[config.mk]
export PLATFORM = sky130hd
export DESIGN_NAME = dcache_controller_flat
export DESIGN_NICKNAME = d
export VERILOG_FILES = /design/src/rtl/dcache_controller_if.sv /design/src/rtl/dcache_controller.sv /design/src/flat_wrapper.sv
export SDC_FILE = /design/constraint.sdc
export NUM_CORES = 1
export LEC_CHECK = 0
export BUFFER_PORTS_ARGS = -buffer_cell sky130_fd_sc_hd__buf_2
export CAP_MARGIN = 25
export CORE_AREA = 2 2 178 162
export DETAILED_ROUTE_END_ITERATION = 8
export DIE_AREA = 0 0 180 164
export GPL_ROUTABILITY_DRIVEN = 1
export GPL_TIMING_DRIVEN = 0
export PLACE_DENSITY = 0.79
export REMOVE_ABC_BUFFERS = 1
export SLEW_MARGIN = 30
export SYNTH_ARGS = -nofsm -noshare
export SYNTH_HDL_FRONTEND = slang
export SYNTH_SLANG_ARGS = --single-unit
[constraint.sdc]
create_clock -name clock -period 2.68 [get_ports clock]
set_input_delay 0.134 -clock clock [delete_from_list [all_inputs] [get_ports clock]]
set_output_delay 0.134 -clock clock [all_outputs]
set_load 0.05 [all_outputs]
[src/rtl/dcache_controller_if.sv]
// dcache_controller_if
//   Bundles the CPU data port and the 32-bit block-memory port of the data
//   cache into one interface.
//   CPU side   : read, write, address[7:0], writedata[7:0] -> cache
//                readdata[7:0], busywait                   <- cache
//   Memory side: mem_read, mem_write, mem_address[5:0],
//                mem_writedata[31:0]                       <- cache
//                mem_readdata[31:0], mem_busywait          -> cache
//   Modports: slave  = the cache controller itself
//             master = the environment (CPU + block memory) driving it
//
// Handshake: a CPU request (read or write high) is accepted at the first
// rising edge where busywait is 0; until then the CPU holds address, read,
// write and writedata stable. A memory strobe (mem_read or mem_write) is
// complete at the first rising edge where mem_busywait is 0; the cache holds
// the strobe, mem_address and mem_writedata stable until then.
interface dcache_controller_if;
   logic        read;
   logic        write;
   logic [7:0]  address;
   logic [7:0]  writedata;
   logic [7:0]  readdata;
   logic        busywait;
   logic        mem_read;
   logic        mem_write;
   logic [5:0]  mem_address;
   logic [31:0] mem_writedata;
   logic [31:0] mem_readdata;
   logic        mem_busywait;

   modport slave (
      input  read, write, address, writedata, mem_readdata, mem_busywait,
      output readdata, busywait, mem_read, mem_write, mem_address, mem_writedata
   );

   modport master (
      output read, write, address, writedata, mem_readdata, mem_busywait,
      input  readdata, busywait, mem_read, mem_write, mem_address, mem_writedata
   );
endinterface

[src/rtl/dcache_controller.sv]
// dcache_controller
//   Direct-mapped, write-back data cache between the 8-bit CPU data port and
//   the 32-bit block memory. LINES lines of 4 bytes, each with tag, valid and
//   dirty state. Address split: tag [7:5], index [4:2], offset [1:0].
//   Ports:
//     clock     : rising-edge clock
//     reset_n   : asynchronous active-low reset
//     bus       : dcache_controller_if.slave (CPU port + block-memory port)
//     dbg_state : current FSM state (0 IDLE, 1 MEM_WRITE, 2 MEM_READ, 3 UPDATE)
module dcache_controller #(
   parameter int LINES       = 8,
   parameter int BLOCK_BYTES = 4
) (
   input  logic                clock,
   input  logic                reset_n,
   dcache_controller_if.slave  bus,
   output logic [1:0]          dbg_state
);
   localparam int OW = $clog2(BLOCK_BYTES);
   localparam int IW = $clog2(LINES);
   localparam int TW = 8 - OW - IW;

   typedef enum logic [1:0] {
      IDLE      = 2'd0,
      MEM_WRITE = 2'd1,
      MEM_READ  = 2'd2,
      UPDATE    = 2'd3
   } state_t;

   state_t         state;
   logic [31:0]    line_data [LINES];
   logic [TW-1:0]  line_tag  [LINES];
   logic [LINES-1:0] valid;
   logic [LINES-1:0] dirty;

   logic           mem_read_q;
   logic           mem_write_q;
   logic [5:0]     mem_address_q;
   logic [31:0]    mem_writedata_q;

   logic [TW-1:0]  req_tag;
   logic [IW-1:0]  req_index;
   logic [OW-1:0]  req_offset;
   logic [31:0]    sel_line;
   logic           request;
   logic           hit;
   logic           write_hit;
   logic           refill_done;

   assign req_tag    = bus.address[7 -: TW];
   assign req_index  = bus.address[OW +: IW];
   assign req_offset = bus.address[OW-1:0];
   assign sel_line   = line_data[req_index];
   assign request    = bus.read | bus.write;
   assign hit        = valid[req_index] && (line_tag[req_index] == req_tag);
   // write has priority over read, so any hit with write high is a store
   assign write_hit  = (state == IDLE) && bus.write && hit;
   assign refill_done = (state == MEM_READ) && !bus.mem_busywait;

   // readdata is forced to 0 on a miss so it reads 0 while reset clears valid
   assign bus.readdata  = hit ? sel_line[{req_offset, 3'b000} +: 8] : 8'h00;
   // reset_n gating makes busywait drop immediately even if the CPU holds a request
   assign bus.busywait  = reset_n & ((state != IDLE) | (request & !hit));
   assign bus.mem_read      = mem_read_q;
   assign bus.mem_write     = mem_write_q;
   assign bus.mem_address   = mem_address_q;
   assign bus.mem_writedata = mem_writedata_q;
   assign dbg_state         = state;

   // Line storage and tags carry no reset; valid bits guard their contents.
   // An aborted refill never reaches refill_done, so it leaves the line intact.
   always_ff @(posedge clock) begin
      if (refill_done) begin
         line_data[req_index] <= bus.mem_readdata;
         line_tag[req_index]  <= req_tag;
      end else if (write_hit) begin
         line_data[req_index][{req_offset, 3'b000} +: 8] <= bus.writedata;
      end
   end

   always_ff @(posedge clock or negedge reset_n) begin
      if (!reset_n) begin
         state           <= IDLE;
         valid           <= '0;
         dirty           <= '0;
         mem_read_q      <= 1'b0;
         mem_write_q     <= 1'b0;
         mem_address_q   <= '0;
         mem_writedata_q <= '0;
      end else begin
         case (state)
            IDLE: begin
               if (write_hit) begin
                  dirty[req_index] <= 1'b1;
               end else if (request && !hit) begin
                  if (dirty[req_index]) begin
                     // evict the resident block under its own tag
                     state           <= MEM_WRITE;
                     mem_write_q     <= 1'b1;
                     mem_address_q   <= {line_tag[req_index], req_index};
                     mem_writedata_q <= sel_line;
                  end else begin
                     state         <= MEM_READ;
                     mem_read_q    <= 1'b1;
                     mem_address_q <= {req_tag, req_index};
                  end
               end
            end
            MEM_WRITE: begin
               if (!bus.mem_busywait) begin
                  state           <= MEM_READ;
                  mem_write_q     <= 1'b0;
                  mem_writedata_q <= '0;
                  mem_read_q      <= 1'b1;
                  mem_address_q   <= {req_tag, req_index};
               end
            end
            MEM_READ: begin
               if (!bus.mem_busywait) begin
                  state            <= UPDATE;
                  valid[req_index] <= 1'b1;
                  dirty[req_index] <= 1'b0;
                  mem_read_q       <= 1'b0;
                  mem_address_q    <= '0;
               end
            end
            UPDATE: begin
               // the held request re-evaluates as a hit in IDLE
               state <= IDLE;
            end
            default: state <= IDLE;
         endcase
      end
   end
endmodule

[src/flat_wrapper.sv]
// flat-port wrapper written by rule: the top's interface ports become plain ports
module dcache_controller_flat 
#(
   parameter int LINES       = 8,
   parameter int BLOCK_BYTES = 4
)
  (clock, reset_n, dbg_state, bus_read, bus_write, bus_address, bus_writedata, bus_mem_readdata, bus_mem_busywait, bus_readdata, bus_busywait, bus_mem_read, bus_mem_write, bus_mem_address, bus_mem_writedata);
  dcache_controller_if bus_i ();
  input  logic clock;
  input  logic reset_n;
  output logic [1:0] dbg_state;
  input wire logic [$bits(bus_i.read)-1:0] bus_read;
  input wire logic [$bits(bus_i.write)-1:0] bus_write;
  input wire logic [$bits(bus_i.address)-1:0] bus_address;
  input wire logic [$bits(bus_i.writedata)-1:0] bus_writedata;
  input wire logic [$bits(bus_i.mem_readdata)-1:0] bus_mem_readdata;
  input wire logic [$bits(bus_i.mem_busywait)-1:0] bus_mem_busywait;
  output wire logic [$bits(bus_i.readdata)-1:0] bus_readdata;
  output wire logic [$bits(bus_i.busywait)-1:0] bus_busywait;
  output wire logic [$bits(bus_i.mem_read)-1:0] bus_mem_read;
  output wire logic [$bits(bus_i.mem_write)-1:0] bus_mem_write;
  output wire logic [$bits(bus_i.mem_address)-1:0] bus_mem_address;
  output wire logic [$bits(bus_i.mem_writedata)-1:0] bus_mem_writedata;
  assign bus_i.read = bus_read;
  assign bus_i.write = bus_write;
  assign bus_i.address = bus_address;
  assign bus_i.writedata = bus_writedata;
  assign bus_i.mem_readdata = bus_mem_readdata;
  assign bus_i.mem_busywait = bus_mem_busywait;
  assign bus_readdata = bus_i.readdata;
  assign bus_busywait = bus_i.busywait;
  assign bus_mem_read = bus_i.mem_read;
  assign bus_mem_write = bus_i.mem_write;
  assign bus_mem_address = bus_i.mem_address;
  assign bus_mem_writedata = bus_i.mem_writedata;
  dcache_controller #(.LINES(LINES), .BLOCK_BYTES(BLOCK_BYTES)) u_core (.clock(clock), .reset_n(reset_n), .bus(bus_i), .dbg_state(dbg_state));
endmodule
==> insert_results.sql, run 1 <==
INSERT INTO impl_metrics (metric_group, metric, value, unit) VALUES
('grt', 'grt_antenna_before_repair', '1', ''),
('clock_tree', 'h-tree-depth', '2', ''),
('min_path', 'holdPathStages', '3', ''),
('synth', 'synth_seq_cells', '338', ''),
('floorplan', 'floorplan.die.height', '164', 'µm'),
('clock_tree', 'cts_tree', 'yes', ''),
('grt', 'grt_first_pass_wirelength', '59900', 'µm'),
('critical_path', 'r2r_cells', '10', ''),
('critical_path', 'startpoint_type', 'input pin', ''),
('detailed_routing', 'drc', '0', ''),
('grt', 'grt_pass1_vias', '9384', ''),
('synth', 'netlist_area', '14800', 'µm²'),
('layout', 'stdcell_count', '1517', ''),
('synth', 'yosysWarnings', '0', ''),
('place', 'place_hpwl', '24500', 'µm'),
('detailed_routing', 'finalWirelength', '44100', 'µm'),
('timing', 'finalHoldViolCount', '0', ''),
('clock_tree', 'clk_root_buffer_cell', 'sky130_fd_sc_hd__clkbuf_16', ''),
('critical_path', 'rr_endpoint', 'u_core.line_data[7][29]', ''),
('layout', 'final_layout_size_suffix_gt1_share', '38.1', '%'),
('clock_tree', 'deepest_clock_path_buffer_count', '3', ''),
('layout', 'syn_to_final_growth', '28.5', '%'),
('timing', 'rsz0062_at_grt', 'yes', ''),
('layout', 'final-seq-area', '9860', 'µm²'),
('detailed_routing', 'postRouteAntennaNets', '0', ''),
('critical_path', 'crit_type', 'in2out', ''),
('synth', 'synth_edf_count', '280', ''),
('grt', 'pin_count_of_the_biggest_net_entering_global_routing', '57', ''),
('floorplan', 'core-area', '27600', 'µm²'),
('synth', 'synthesis.instances', '962', ''),
('critical_path', 'crit_path_end_kind', 'output port', ''),
('timing', 'finalClockSkew', '0.0165', 'ns'),
('synth', 'postSynth.topFlopCell', 'sky130_fd_sc_hd__edfxtp_1', ''),
('timing', 'finalSetupViolations', '240', ''),
('floorplan', 'initial_core_utilization', '53.4', '%'),
('place', 'post-place-cells', '1378', ''),
('synth', 'synth_async_sr_flop_share', '17.2', '%'),
('detailed_routing', 'dr_wl_cell', '29.1', 'µm'),
('layout', 'filler_cell_count', '1661', ''),
('detailed_routing', 'route.detailed.vias_per_inst', '6.52', ''),
('critical_path', 'reg2reg_slack', '-0.12', 'ns'),
('pwr', 'switching_share', '33.3', '%'),
('clock_tree', 'cts.sink_count', '338', ''),
('detailed_routing', 'vias', '9897', ''),
('timing', 'headroom_to_the_max_slew_limit', '44.5', '%'),
('critical_path', 'startpoint', 'bus_address[4]', ''),
('floorplan', 'floorplan.rows', '58', ''),
('floorplan', 'fp.dieArea', '29500', 'µm²'),
('clock_tree', 'insertion_delay', '0.52', 'ns'),
('grt', 'grt_usage', '27.5', '%'),
('run_status', 'failing_checks', 'negative setup slack', ''),
('place', 'pre_cts_slack', '-1.92', 'ns'),
('timing', 'fmaxAchievable', '350', 'MHz'),
('timing', 'fin_setup_tns', '-12.50', 'ns'),
('clock_tree', 'cts_buffers', '35', ''),
('timing', 'post-route-min-period', '2.86', 'ns'),
('timing', 'finalWorstSetupSlack', '-0.175', 'ns'),
('clock_tree', 'clkTransAtPathRegs', '0.06', 'ns'),
('grt', 'globalRouteOverflowTotal', '0', ''),
('pwr', 'power_frac_seq', '40.8', '%'),
('pwr', 'clockPowerShare', '30.1', '%'),
('pwr', 'internal_power', '0.0105', 'W'),
('critical_path', 'crit_fanout', '56', ''),
('synth', 'synth_cell_types', '56', ''),
('job', 'max-cap-violations', '0', ''),
('place', 'numPortBuffers', '103', ''),
('run_status', 'run_status', 'finished with violations', ''),
('timing', 'final_worst_path_period_share', '107', '%'),
('synth', 'seq_area_frac_synth', '66.8', '%'),
('critical_path', 'cp_data_required_time', '2.55', 'ns'),
('pwr', 'p_leak', '6.85', 'nW');
==> through the flow <==
step / utilization, % / instance area [µm²] / hold WS (ns)
floorplan: - / 14500 / -0.162
global placement: 55.8 / 15400 / 0.451
detailed placement: 56.8 / 15700 / 0.0681
CTS: 64.7 / 17900 / 0.0166
global route: 68.6 / 19000 / 0.0324
finish: 68.6 / 19000 / 0.0233
==> registers in the layout (all words and copies together), names as in the netlist, named ones only <==
register                  flops
u_core.bus.mem_writedata     32
u_core.valid                  8
u_core.bus.mem_address        6
u_core.line_data            256
u_core.line_tag              24
u_core.bus.mem_read           1
u_core.dbg_state              2
u_core.bus.mem_write          1
==> layer usage <==
metal / vias up / part of all wire (%) / GRT usage [%]
li1: 4016 / - / -
met1: 4930 / 36 / 37.3
met2: 802 / 47 / 42.9
met3: 147 / 13 / 6.63
met4: 2 / 4.8 / 12.3
met5: - / 0.023 / 0
==> power groups by stage <==
stage | logic, W | registers, W | clock network, W
2_1_floorplan | 0.00171 | 0.00754 | 0
3_3_place_gp | 0.00376 | 0.00651 | 0
3_5_place_dp | 0.00399 | 0.00653 | 0
4_1_cts | 0.00431 | 0.00643 | 0.00474
5_1_grt | 0.00478 | 0.00648 | 0.00499
6_report | 0.00461 | 0.00644 | 0.00476
==> cells in the mapped netlist (3+ instances only) <==
| cell type | instances | area (µm²) |
|---|---|---|
| sky130_fd_sc_hd__nand2b_1 | 9 | 56.3 |
| sky130_fd_sc_hd__buf_1 | 4 | 15.0 |
| sky130_fd_sc_hd__mux4_2 | 36 | 811 |
| sky130_fd_sc_hd__a221oi_1 | 9 | 78.8 |
| sky130_fd_sc_hd__a22oi_1 | 23 | 173 |
| sky130_fd_sc_hd__nor2_1 | 75 | 282 |
| sky130_fd_sc_hd__nand4_4 | 4 | 85.1 |
| sky130_fd_sc_hd__o211ai_1 | 5 | 37.5 |
| sky130_fd_sc_hd__a221o_1 | 11 | 110 |
| sky130_fd_sc_hd__mux2i_1 | 93 | 931 |
| sky130_fd_sc_hd__nand2_1 | 52 | 195 |
| sky130_fd_sc_hd__dfrtp_1 | 58 | 1450 |
| sky130_fd_sc_hd__clkbuf_1 | 22 | 82.6 |
| sky130_fd_sc_hd__a211o_1 | 4 | 35.0 |
| sky130_fd_sc_hd__nor3_1 | 4 | 20.0 |
| sky130_fd_sc_hd__inv_1 | 48 | 180 |
| sky130_fd_sc_hd__buf_2 | 20 | 100 |
| sky130_fd_sc_hd__a22o_1 | 11 | 96.3 |
| sky130_fd_sc_hd__edfxtp_1 | 280 | 8410 |
| sky130_fd_sc_hd__a21oi_1 | 45 | 225 |
| sky130_fd_sc_hd__or2_2 | 9 | 56.3 |
| sky130_fd_sc_hd__and2_1 | 14 | 87.6 |
| sky130_fd_sc_hd__nor3b_1 | 3 | 22.5 |
| sky130_fd_sc_hd__ha_1 | 9 | 113 |
| sky130_fd_sc_hd__o22ai_1 | 10 | 62.6 |
| sky130_fd_sc_hd__a211oi_1 | 3 | 22.5 |
| sky130_fd_sc_hd__o21ai_0 | 6 | 30.0 |
| sky130_fd_sc_hd__mux2_2 | 49 | 552 |
| sky130_fd_sc_hd__buf_6 | 6 | 67.6 |
| sky130_fd_sc_hd__nor2b_1 | 5 | 31.3 |
==> layout make-up <==
cell class	count	share of cell area (%)
antenna	1	0.0132
clock buffer	51	5.54
clock inverter	12	0.356
inverter	50	0.990
multi-input combinational	521	28.5
sequential	338	52.0
tap	360	2.37
timing repair buffer	184	10.2
==> how the worst min path moves through the flow <==
stage / slack, ns / end / start
global placement: 0.45 / u_core.valid[0] / u_core.valid[0]
detailed placement: 0.07 / u_core.bus.mem_writedata[20] / reset_n
global route: 0.03 / u_core.bus.mem_address[0] / bus_address[2]
CTS: 0.02 / u_core.bus.mem_address[0] / bus_address[2]
finish: 0.02 / u_core.bus.mem_address[0] / bus_address[2]
floorplan: -0.16 / asynchronous set/reset pin / reset_n
==> worst max-delay path: stages <==
cell,delay (ns)
sky130_fd_sc_hd__buf_8,0.30
sky130_fd_sc_hd__buf_16,0.31
sky130_fd_sc_hd__nand2b_1,0.26
sky130_fd_sc_hd__o22ai_2,0.14
sky130_fd_sc_hd__or4_4,0.45
sky130_fd_sc_hd__a211oi_4,0.27
sky130_fd_sc_hd__buf_12,0.17
sky130_fd_sc_hd__buf_12,0.11
sky130_fd_sc_hd__nand2_8,0.11
sky130_fd_sc_hd__nor2_4,0.20
sky130_fd_sc_hd__buf_8,0.17
==> repair_timing <==
action,in CTS,in global routing
hold buffers,4,0
buffers inserted,22,45
gates resized for setup,146,61
gates cloned,3,1
hold endpoints to repair,82,0
endpoints found under the setup margin,565,531
pin swaps,36,35
==> cells by family (layout without fill, tap and decap cells) <==
group	Yosys count	in the layout	synth area share, %
AND/OR/NAND/NOR	187	189	6.45
multiplexers	178	178	15.5
other	0	1	0
adder cells (fa/ha/maj)	9	9	0.763
flip-flops	338	338	66.8
buffers and inverters	105	297	3.27
AO/OA/AOI/OAI	145	145	7.16
==> cells in the final DEF (no fill, tap or decap), types with 9 or more instances in the layout <==
master and n:
sky130_fd_sc_hd__buf_12 41, sky130_fd_sc_hd__buf_4 15, sky130_fd_sc_hd__inv_1 48, sky130_fd_sc_hd__nor2_1 64, sky130_fd_sc_hd__nand2_1 50, sky130_fd_sc_hd__and2_1 12
sky130_fd_sc_hd__buf_2 90, sky130_fd_sc_hd__buf_6 17, sky130_fd_sc_hd__o22ai_1 9, sky130_fd_sc_hd__mux2_2 49, sky130_fd_sc_hd__mux2i_1 60, sky130_fd_sc_hd__a221o_1 11
sky130_fd_sc_hd__a22oi_1 23, sky130_fd_sc_hd__a21oi_1 12, sky130_fd_sc_hd__mux4_2 36, sky130_fd_sc_hd__or2_2 9, sky130_fd_sc_hd__clkbuf_16 39, sky130_fd_sc_hd__nor2_4 9
sky130_fd_sc_hd__dfrtp_1 58, sky130_fd_sc_hd__a22o_1 11, sky130_fd_sc_hd__edfxtp_1 280, sky130_fd_sc_hd__buf_8 11, sky130_fd_sc_hd__mux2i_4 32, sky130_fd_sc_hd__a21oi_4 33
No activity file was read; power rests on OpenSTA's default activity.
==> inputs of run 2 (changes only) <==
--- a/config.mk
+++ b/config.mk
@@ -14,6 +14,7 @@
 export GPL_TIMING_DRIVEN = 0
 export PLACE_DENSITY = 0.79
 export REMOVE_ABC_BUFFERS = 1
+export SETUP_SLACK_MARGIN = 0.02
 export SLEW_MARGIN = 30
 export SYNTH_ARGS = -nofsm -noshare
 export SYNTH_HDL_FRONTEND = slang
==> run 2 against run 1 <==
Against the previous run:
- the flow still finishes with violations (negative setup slack)
- global-route usage is 0.24 points higher
- worst setup slack worse by 0.049 ns
- register-to-register slack better by 0.02 ns
- clock-buffer cell count stayed put
- fmax is 1.7% lower
- hold slack better by 0.0095 ns
- combinational power hardly changed
- via count is 0.78% higher
- clock power hardly changed
- core utilization hardly changed
- non-clock buffer count is 10 higher
- critical path type unchanged
- cell area hardly changed
==> insert_results.sql, run 2 (same netlist as run 1, synthesis figures left out) <==
INSERT INTO impl_metrics (metric_group, metric, value, unit) VALUES
('grt', 'grt_first_pass_wirelength', '60500', 'µm'),
('place', 'finalWeightedCongestion', '0.893', ''),
('layout', 'final_layout_size_suffix_gt1_share', '38.8', '%'),
('timing', 'finalSetupViolations', '396', ''),
('critical_path', 'timing.rr.start', 'u_core.line_tag[1][2]', ''),
('clock_tree', 'cts.sink_count', '338', ''),
('grt', 'grt_antenna_before_repair', '2', ''),
('layout', 'top_register', 'u_core.line_data', ''),
('pwr', 'p_leak', '6.85', 'nW'),
('min_path', 'min_from', 'bus_address[2]', ''),
('place', 'detailed_place.area', '15700', 'µm²'),
('floorplan', 'floorplan.rows', '58', ''),
('timing', 'fmaxAchievable', '344', 'MHz'),
('pwr', 'clockPowerShare', '30.2', '%'),
('layout', 'finalInstanceArea', '19000', 'µm²'),
('clock_tree', 'clk_root_buffer_cell', 'sky130_fd_sc_hd__clkbuf_16', ''),
('clock_tree', 'insertion_delay', '0.52', 'ns'),
('floorplan', 'fp.dieW', '180', 'µm'),
('layout', 'layout_commonest_cell', 'sky130_fd_sc_hd__edfxtp_1', ''),
('critical_path', 'crit_type', 'in2out', ''),
('floorplan', 'fp.dieArea', '29500', 'µm²'),
('detailed_routing', 'finalWirelength', '45000', 'µm'),
('pwr', 'power_per_cell_area', '836', 'nW/µm²'),
('layout', 'num-nets-final', '1202', ''),
('detailed_routing', 'initial_drc_count', '1604', ''),
('layout', 'layout.core_utilization', '68.6', '%'),
('timing', 'finalWorstSetupSlack', '-0.224', 'ns'),
('clock_tree', 'cts_tree', 'yes', ''),
('run_status', 'failing_checks', 'negative setup slack', ''),
('grt', 'top_usage_layer', 'met2', ''),
('floorplan', 'initial_core_utilization', '53.4', '%'),
('timing', 'rsz0062_at_grt', 'yes', ''),
('critical_path', 'crit_path_end_kind', 'output port', ''),
('pwr', 'power.net_switching', '0.00531', 'W'),
('place', 'post-place-cells', '1378', ''),
('layout', 'stdcell_count', '1528', ''),
('critical_path', 'startpoint_type', 'input pin', ''),
('min_path', 'timing.hold.worst.class', 'in2reg', ''),
('grt', 'gr-usage-met3', '6.34', '%'),
('timing', 'finalClockSkew', '0.0236', 'ns'),
('critical_path', 'crit_fanout', '50', ''),
('detailed_routing', 'postRouteAntennaNets', '0', ''),
('pwr', 'p_comb_share', '29.1', '%'),
('detailed_routing', 'vias', '9974', ''),
('critical_path', 'cp_data_required_time', '2.55', 'ns'),
('clock_tree', 'deepest_clock_path_buffer_count', '3', ''),
('clock_tree', 'clkTransAtPathRegs', '0.06', 'ns'),
('critical_path', 'r2r_cells', '10', ''),
('place', 'numPortBuffers', '103', ''),
('timing', 'finalHoldViolCount', '0', ''),
('grt', 'met2_usage', '43.9', '%'),
('detailed_routing', 'first_pass_iters', '6', ''),
('grt', 'pin_count_of_the_biggest_net_entering_global_routing', '57', ''),
('grt', 'grt_usage', '27.8', '%'),
('floorplan', 'floorplan.die.height', '164', 'µm'),
('pwr', 'vdd_ir_drop_max', '0.803', 'mV'),
('clock_tree', 'cts_buffers', '35', ''),
('timing', 'worst_slew_pin_slew', '0.907', 'ns'),
('grt', 'globalRouteOverflowTotal', '0', ''),
('grt', 'grt_pass1_vias', '9414', ''),
('critical_path', 'rr_endpoint', 'u_core.line_data[2][7]', ''),
('grt', 'grt.met1_usage', '37.6', '%'),
('layout', 'syn_to_final_growth', '28.5', '%'),
('min_path', 'min_delay_worst_endpoint', 'u_core.bus.mem_address[0]', ''),
('min_path', 'holdPathStages', '3', ''),
('critical_path', 'reg2reg_slack', '-0.10', 'ns'),
('critical_path', 'crit_arrival', '2.77', 'ns'),
('floorplan', 'core-area', '27600', 'µm²'),
('layout', 'largest_reg_flops', '256', ''),
('timing', 'fin_hold_ws', '0.0328', 'ns'),
('detailed_routing', 'dr_wl_cell', '29.4', 'µm'),
('job', 'max-cap-violations', '0', ''),
('timing', 'final_worst_path_period_share', '108', '%'),
('detailed_routing', 'route.detailed.vias_per_inst', '6.53', ''),
('floorplan', 'num_io_pins', '104', ''),
('run_status', 'run_status', 'finished with violations', ''),
('pwr', 'switching_share', '33.5', '%'),
('timing', 'post-route-min-period', '2.90', 'ns'),
('pwr', 'power_frac_seq', '40.7', '%'),
('place', 'place_hpwl', '24500', 'µm'),
('pwr', 'internal_power', '0.0105', 'W'),
('detailed_routing', 'drc', '0', ''),
('clock_tree', 'h-tree-depth', '2', ''),
('layout', 'top_library_cells_by_usage_in_the_layout_fill_and_taps_aside', 'sky130_fd_sc_hd__edfxtp_1 (280), sky130_fd_sc_hd__buf_2 (90), sky130_fd_sc_hd__nor2_1 (64)', ''),
('timing', 'headroom_to_the_max_slew_limit', '39.5', '%'),
('timing', 'maxSlewViolCount', '0', '');
## run 2: cell count changes in the layout (fill, tap and decap cells not counted)
cell	previous run	this run
sky130_fd_sc_hd__buf_4	15	38
sky130_fd_sc_hd__buf_6	17	7
sky130_fd_sc_hd__a221oi_1	8	7
sky130_fd_sc_hd__a221oi_2	1	2
sky130_fd_sc_hd__buf_16	5	4
sky130_fd_sc_hd__buf_8	11	10
sky130_fd_sc_hd__clkbuf_16	39	38
sky130_fd_sc_hd__diode_2	1	2
sky130_fd_sc_hd__nor4_2	0	1
sky130_fd_sc_hd__nor4_4	2	1
## run 2: how the worst max path moves through the flow
stage                               start                     endpoint  slack [ns]  cells past startpoint
global route        u_core.line_tag[1][2]              bus_readdata[3]       -0.22                      9
CTS                 u_core.line_tag[1][2]              bus_readdata[3]       -0.12                      9
global placement           bus_address[2]  u_core.bus.mem_writedata[0]       -3.04                      7
floorplan             u_core.dbg_state[0]       u_core.line_data[0][0]       -1.03                      6
detailed placement         bus_address[4]      u_core.line_data[5][30]       -1.92                      8
finish                     bus_address[2]              bus_readdata[3]       -0.22                      9
## run 2: layout make-up
class	count	area (µm²)
tap	360	450
sequential	338	9860
clock inverter	12	67.6
inverter	50	188
clock buffer	51	1050
fill	1650	8690
antenna	2	5.00
timing repair buffer	194	1940
multi-input combinational	521	5400
## run 2: timing repair
action,in CTS,in global routing
setup buffers,30,49
endpoints found under the hold margin,82,0
cloned,2,0
gates resized for setup,163,32
endpoints found under the setup margin,565,504
hold buffers,4,0
pin swaps,48,26
## run 2: per-layer routing
metal | wire, µm | share of wire (%) | up-vias
met3 | 5570 | 12 | 155
met5 | 10 | 0.022 | -
met1 | 16000 | 36 | 4953
met4 | 2240 | 5.0 | 2
met2 | 21100 | 47 | 824
li1 | - | - | 4040
## run 2: power by group through the flow
stage	clock [W]	combinational [W]	sequential [W]
after floorplan	0	0.00171	0.00754
after global placement	0	0.00376	0.00651
after detailed placement	0	0.00399	0.00653
after CTS	0.00474	0.00436	0.00643
after global routing	0.00501	0.00478	0.00649
final	0.00479	0.00461	0.00645
## run 2: stage by stage
step | setup TNS, ns | setup WS (ns) | power, W
after floorplan | -468.45 | -1.03 | 0.00925
after global placement | -1467.94 | -3.04 | 0.0103
after detailed placement | -822.77 | -1.92 | 0.0105
after CTS | -6.72 | -0.116 | 0.0155
after global routing | -46.82 | -0.223 | 0.0163
final | -14.64 | -0.224 | 0.0159
## run 2: worst max-delay path, stage by stage
cell and delay, ns:
sky130_fd_sc_hd__buf_8 0.26, sky130_fd_sc_hd__buf_16 0.31, sky130_fd_sc_hd__nor2b_1 0.53, sky130_fd_sc_hd__nand2_1 0.14
sky130_fd_sc_hd__o211ai_1 0.15, sky130_fd_sc_hd__a22oi_1 0.24, sky130_fd_sc_hd__mux4_2 0.56, sky130_fd_sc_hd__nor2_4 0.19
sky130_fd_sc_hd__buf_8 0.17
